$ cat src/rtl/imem_loader.sv
// Boot loader: fills instruction memory from a valid/ready word stream and holds the core in reset until done.
// Optional feature macro: IMEM_LOADER_CHECKSUM_EN (trailing 32-bit wraparound checksum beat, verified before release).
module imem_loader #(
  parameter int ADDR_WIDTH = 10,
  parameter int DATA_WIDTH = 32
) (
  input  logic                  clk_i,
  input  logic                  reset_i,
  input  logic                  start_i,
  input  logic [ADDR_WIDTH:0]   len_i,
  input  logic                  s_valid_i,
  input  logic [DATA_WIDTH-1:0] s_data_i,
  output logic                  s_ready_o,
  output logic                  imem_we_o,
  output logic [ADDR_WIDTH-1:0] imem_addr_o,
  output logic [DATA_WIDTH-1:0] imem_wdata_o,
  output logic                  core_reset_n_o,
  output logic                  busy_o,
  output logic                  done_o,
  output logic                  error_o
);

`ifdef IMEM_LOADER_CHECKSUM_EN
  typedef enum logic [1:0] {ST_IDLE = 2'd0, ST_LOAD = 2'd1, ST_CHECK = 2'd2, ST_RUN = 2'd3} state_t;
`else
  typedef enum logic [1:0] {ST_IDLE = 2'd0, ST_LOAD = 2'd1, ST_RUN = 2'd3} state_t;
`endif

  localparam logic [ADDR_WIDTH:0] MAX_LEN = (ADDR_WIDTH+1)'(1) << ADDR_WIDTH;

  state_t                state_q, state_d;
  logic [ADDR_WIDTH:0]   cnt_q, cnt_d;
  logic [ADDR_WIDTH:0]   len_q, len_d;
  logic                  we_q, we_d;
  logic [ADDR_WIDTH-1:0] addr_q, addr_d;
  logic [DATA_WIDTH-1:0] wdata_q, wdata_d;
  logic                  rel_q, rel_d;
  logic                  error_q, error_d;
  logic                  len_ok;
`ifdef IMEM_LOADER_CHECKSUM_EN
  logic [DATA_WIDTH-1:0] acc_q, acc_d;
  logic                  match_q, match_d;
`endif

  assign len_ok = (len_i != '0) && (len_i <= MAX_LEN);

  always_comb begin
    state_d = state_q;
    cnt_d   = cnt_q;
    len_d   = len_q;
    we_d    = 1'b0;
    addr_d  = addr_q;
    wdata_d = wdata_q;
    error_d = error_q;
`ifdef IMEM_LOADER_CHECKSUM_EN
    acc_d   = acc_q;
    match_d = match_q;
`endif
    case (state_q)
      ST_IDLE, ST_RUN: begin
        if (start_i) begin
          if (len_ok) begin
            state_d = ST_LOAD;
            cnt_d   = '0;
            len_d   = len_i;
            error_d = 1'b0;
`ifdef IMEM_LOADER_CHECKSUM_EN
            acc_d   = '0;
`endif
          end else begin
            error_d = 1'b1;
          end
        end
      end
      ST_LOAD: begin
        if (s_valid_i) begin
`ifdef IMEM_LOADER_CHECKSUM_EN
          // Once all data words are in, the next beat is the expected checksum.
          if (cnt_q == len_q) begin
            match_d = (acc_q == s_data_i);
            state_d = ST_CHECK;
          end else begin
            we_d    = 1'b1;
            addr_d  = cnt_q[ADDR_WIDTH-1:0];
            wdata_d = s_data_i;
            cnt_d   = cnt_q + 1'b1;
            acc_d   = acc_q + s_data_i;
          end
`else
          we_d    = 1'b1;
          addr_d  = cnt_q[ADDR_WIDTH-1:0];
          wdata_d = s_data_i;
          cnt_d   = cnt_q + 1'b1;
          if (cnt_q == len_q - 1'b1) begin
            state_d = ST_RUN;
          end
`endif
        end
      end
`ifdef IMEM_LOADER_CHECKSUM_EN
      ST_CHECK: begin
        if (match_q) begin
          state_d = ST_RUN;
        end else begin
          state_d = ST_IDLE;
          error_d = 1'b1;
        end
      end
`endif
      default: state_d = ST_IDLE;
    endcase
    // Release only after a full cycle in RUN so the final write precedes the first fetch.
    rel_d = (state_q == ST_RUN) && (state_d == ST_RUN);
  end

  always_ff @(posedge clk_i) begin
    if (reset_i) begin
      state_q <= ST_IDLE;
      cnt_q   <= '0;
      len_q   <= '0;
      we_q    <= 1'b0;
      addr_q  <= '0;
      wdata_q <= '0;
      rel_q   <= 1'b0;
      error_q <= 1'b0;
`ifdef IMEM_LOADER_CHECKSUM_EN
      acc_q   <= '0;
      match_q <= 1'b0;
`endif
    end else begin
      state_q <= state_d;
      cnt_q   <= cnt_d;
      len_q   <= len_d;
      we_q    <= we_d;
      addr_q  <= addr_d;
      wdata_q <= wdata_d;
      rel_q   <= rel_d;
      error_q <= error_d;
`ifdef IMEM_LOADER_CHECKSUM_EN
      acc_q   <= acc_d;
      match_q <= match_d;
`endif
    end
  end

  assign s_ready_o      = (state_q == ST_LOAD);
`ifdef IMEM_LOADER_CHECKSUM_EN
  assign busy_o         = (state_q == ST_LOAD) || (state_q == ST_CHECK);
`else
  assign busy_o         = (state_q == ST_LOAD);
`endif
  assign imem_we_o      = we_q;
  assign imem_addr_o    = addr_q;
  assign imem_wdata_o   = wdata_q;
  assign core_reset_n_o = rel_q;
  assign done_o         = rel_q;
  assign error_o        = error_q;

endmodule
$ cat config.mk
export PLATFORM = sky130hd
export DESIGN_NAME = imem_loader
export DESIGN_NICKNAME = d
export VERILOG_FILES = /design/src/rtl/imem_loader.sv
export SDC_FILE = /design/constraint.sdc
export NUM_CORES = 1
export LEC_CHECK = 0
export CELL_PAD_IN_SITES_DETAIL_PLACEMENT = 0
export CELL_PAD_IN_SITES_GLOBAL_PLACEMENT = 1
export CORE_MARGIN = 10
export CORE_UTILIZATION = 45
export CTS_BUF_LIST = sky130_fd_sc_hd__clkbuf_4 sky130_fd_sc_hd__clkbuf_8 sky130_fd_sc_hd__clkbuf_16
export DETAILED_ROUTE_END_ITERATION = 16
export DONT_BUFFER_PORTS = 1
export GPL_TIMING_DRIVEN = 0
export HOLD_SLACK_MARGIN = 0.05
export PLACE_DENSITY_LB_ADDON = 0.1
export RECOVER_POWER = 100
export SYNTH_ARGS = -nofsm -noshare
export SYNTH_HDL_FRONTEND = slang
export SYNTH_SLANG_ARGS = --single-unit
$ cat constraint.sdc
create_clock -name clk_i -period 2.6 [get_ports clk_i]
set_input_delay 0.52 -clock clk_i [delete_from_list [all_inputs] [get_ports clk_i]]
set_output_delay 0.52 -clock clk_i [all_outputs]
set_load 0.02 [all_outputs]
==> results.ini <==
[critical_path]
worst-path-max-fanout=8
r2r_cells=9
crit_chain=inv_1 > ha_2 > and2_1 > clkbuf_1 > a21o_1 > nand4_1 > nor3_1 > xnor2_1 > nor2_1
regToRegEndpoint=cnt_q[9]
cp-end-kind=flip-flop
setup.worst_path.start_class=flip-flop
cp_slowest_stage_delay_ps=350
r2r_start=state_q[1]
cp.arrival_ps=2570
worstPathRequired_ps=2810
reg2reg_slack_ps=250
worstSetupPathType=reg2reg
cp_slowest_cell=dfxtp_1

[synth]
synth_area_leader_cell=dfxtp_1
netlist.area_leader.share=0.455
ys_seq_area_frac=0.455
synthTopCellsByArea=dfxtp_1 45%, nand2_1 12%, a21oi_1 8.4%
synth.net_count=421
syn-cell-area_sq_um=3040
synth_warnings=0
ys_types=41
synthesis.instances=369
synth-edff-count=0
ys_ff_latch=69
synth.avg_cell_area_sq_um=8.23
synthArstFlopShare=0
synth_ff_type=dfxtp_1

[finish]
final_cell_area_sq_um=3360
area.sequential_sq_um=1380
drive_above_1_share=0.0727
multi_input_area_sq_um=1530
mostFrequentLayoutCell=nand2_1
final_cells=462
final_util=0.521
area_growth_pct=10.7
n_antenna_cell=0
fill_cells=665
final_cell_mix=94 x nand2_1, 69 x dfxtp_1, 51 x a21oi_1
final_nets=432

[floorplanning]
die_h_microns=102
io_pins=95
coreArea_sq_um=6460
fp.dieW_microns=102
dieArea_sq_um=10400
initial_core_util=0.470
rows=29

[placed_design]
post-dp-hpwl_mm=5.83
place_area_sq_um=3130
port_buffers=0
dp_cells=446
pre_cts_ws_ps=98.6
finalWeightedCongestion=0.787

[sta]
max_freq_ghz=0.425
period_share=0.905
hold_viol=0
skew_ps=10.5
final_max_slew_viol_count=0
setup_violations=0
worst_slack_ps=248
max_slew.worst_pin.slew_ps=545
relSlewSlack=0.634
finalCriticalPeriod_ps=2350

[cts]
clock_path_buffers=2
clkTransAtPathRegs_ps=80
post_cts_buffers=0
cts_buffers=9
root_buffer=clkbuf_8
clk_latency_ps=340
postCtsHoldBufs=0
htreeDepth=3
cts.sinks=69
cts_tree=done

[min_path]
min_to=imem_wdata_o[28]
hp-class=in2reg
hold_path.startpoint=s_data_i[28]
hold_depth=2

[grt]
grt_usage=0.147
grt_pass1_vias=2384
grt_start_max_net_pins=13
antenna_found_initial=0
gr-total-overflow=0
grt_pass1_wl_mm=12.2

[pwr]
peakVddDrop_v=0.000391
p_leak_nw=1.17
power.density_nw_per_um2=708
total_power_mw=2.38

[drt]
drc=0
wl_per_cell_microns=16.7
totalWireLength_mm=7.70
final_antenna_net_count=0
first_pass_iters=4
routed_via_density=5.34
vias=2465
initialDrtViolationCount=100

[job]
maxCapViolCount=0

[status]
status=finished, final reports clean

-- registers in the layout (all words and copies together), names as in the netlist --
| signal | count |
|---|---|
| imem_wdata_o | 32 |
| cnt_q | 11 |
| core_reset_n_o | 1 |
| imem_addr_o | 10 |
| error_o | 1 |
| state_q | 2 |
| imem_we_o | 1 |
| len_q | 11 |
-- layer usage --
layer	track usage	routed length (microns)	up-vias
li1	-	-	1275
met1	0.185	3430	1115
met2	0.207	3310	71
met3	0.0864	912	4
met4	0.0423	47	0
met5	0	0	-
-- cells by family after synthesis --
logic type,count (synthesis),synth area share
compound gates,70,0.126
simple gates,167,0.271
xor+xnor,15,0.0432
buf+inv,31,0.0445
mux,12,0.0395
flops,69,0.455
fa+ha+maj,5,0.0206
-- power breakdown --
group	internal (mW)	switching, mW
logic	0.0988	0.153
registers	1.10	0.0721
clock network	0.565	0.398
total	1.76	0.623
-- per-stage QoR --
stage | hold WS [ps] | setup TNS (ps)
after floorplan | 458 | 0
after global placement | 472 | 0
after detailed placement | 483 | 0
after CTS | 288 | 0
after global routing | 286 | -8.18
final | 305 | 0
-- synthesized netlist by cell type, types with 5 or more instances --
| master | count |
|---|---|
| nand2_1 | 94 |
| dfxtp_1 | 69 |
| a21oi_1 | 51 |
| nor2_1 | 21 |
| clkbuf_1 | 18 |
| mux2i_1 | 12 |
| nor3_1 | 10 |
| xnor2_1 | 10 |
| inv_1 | 8 |
| nand4_1 | 8 |
| o21ai_0 | 8 |
| ha_1 | 5 |
| nand3_1 | 5 |
| or3_1 | 5 |
| xor2_1 | 5 |
-- layout make-up --
type,count,area share
Buffer,23,0.0301
Inverter,8,0.00893
Clock inverter,5,0.0253
Sequential cell,69,0.411
Tap cell,77,0.0287
Multi-Input combinational cell,269,0.455
Clock buffer,11,0.0413
-- critical path: cells and delay by family (launching register included) --
kind / cells / cell delay, ps
fa+ha+maj: 1 / 330
simple gates: 4 / 730
buf+inv: 2 / 390
xor+xnor: 1 / 150
flops: 1 / 350
compound gates: 1 / 270
-- worst max-delay path by stage --
stage	endpoint	depth (start not counted)	slack (ps)	startpoint
floorplan	cnt_q[7]	8	630	state_q[0]
global placement	cnt_q[9]	8	90	state_q[0]
detailed placement	cnt_q[9]	9	100	state_q[1]
CTS	cnt_q[9]	8	90	state_q[0]
global route	cnt_q[9]	9	-8	state_q[1]
finish	cnt_q[9]	9	250	state_q[1]
-- repair_timing --
action,CTS,global route
resized for setup,0,2
hold endpoints to repair,0,0
endpoints found under the setup margin,0,4
No activity file was read; power rests on OpenSTA's default activity.
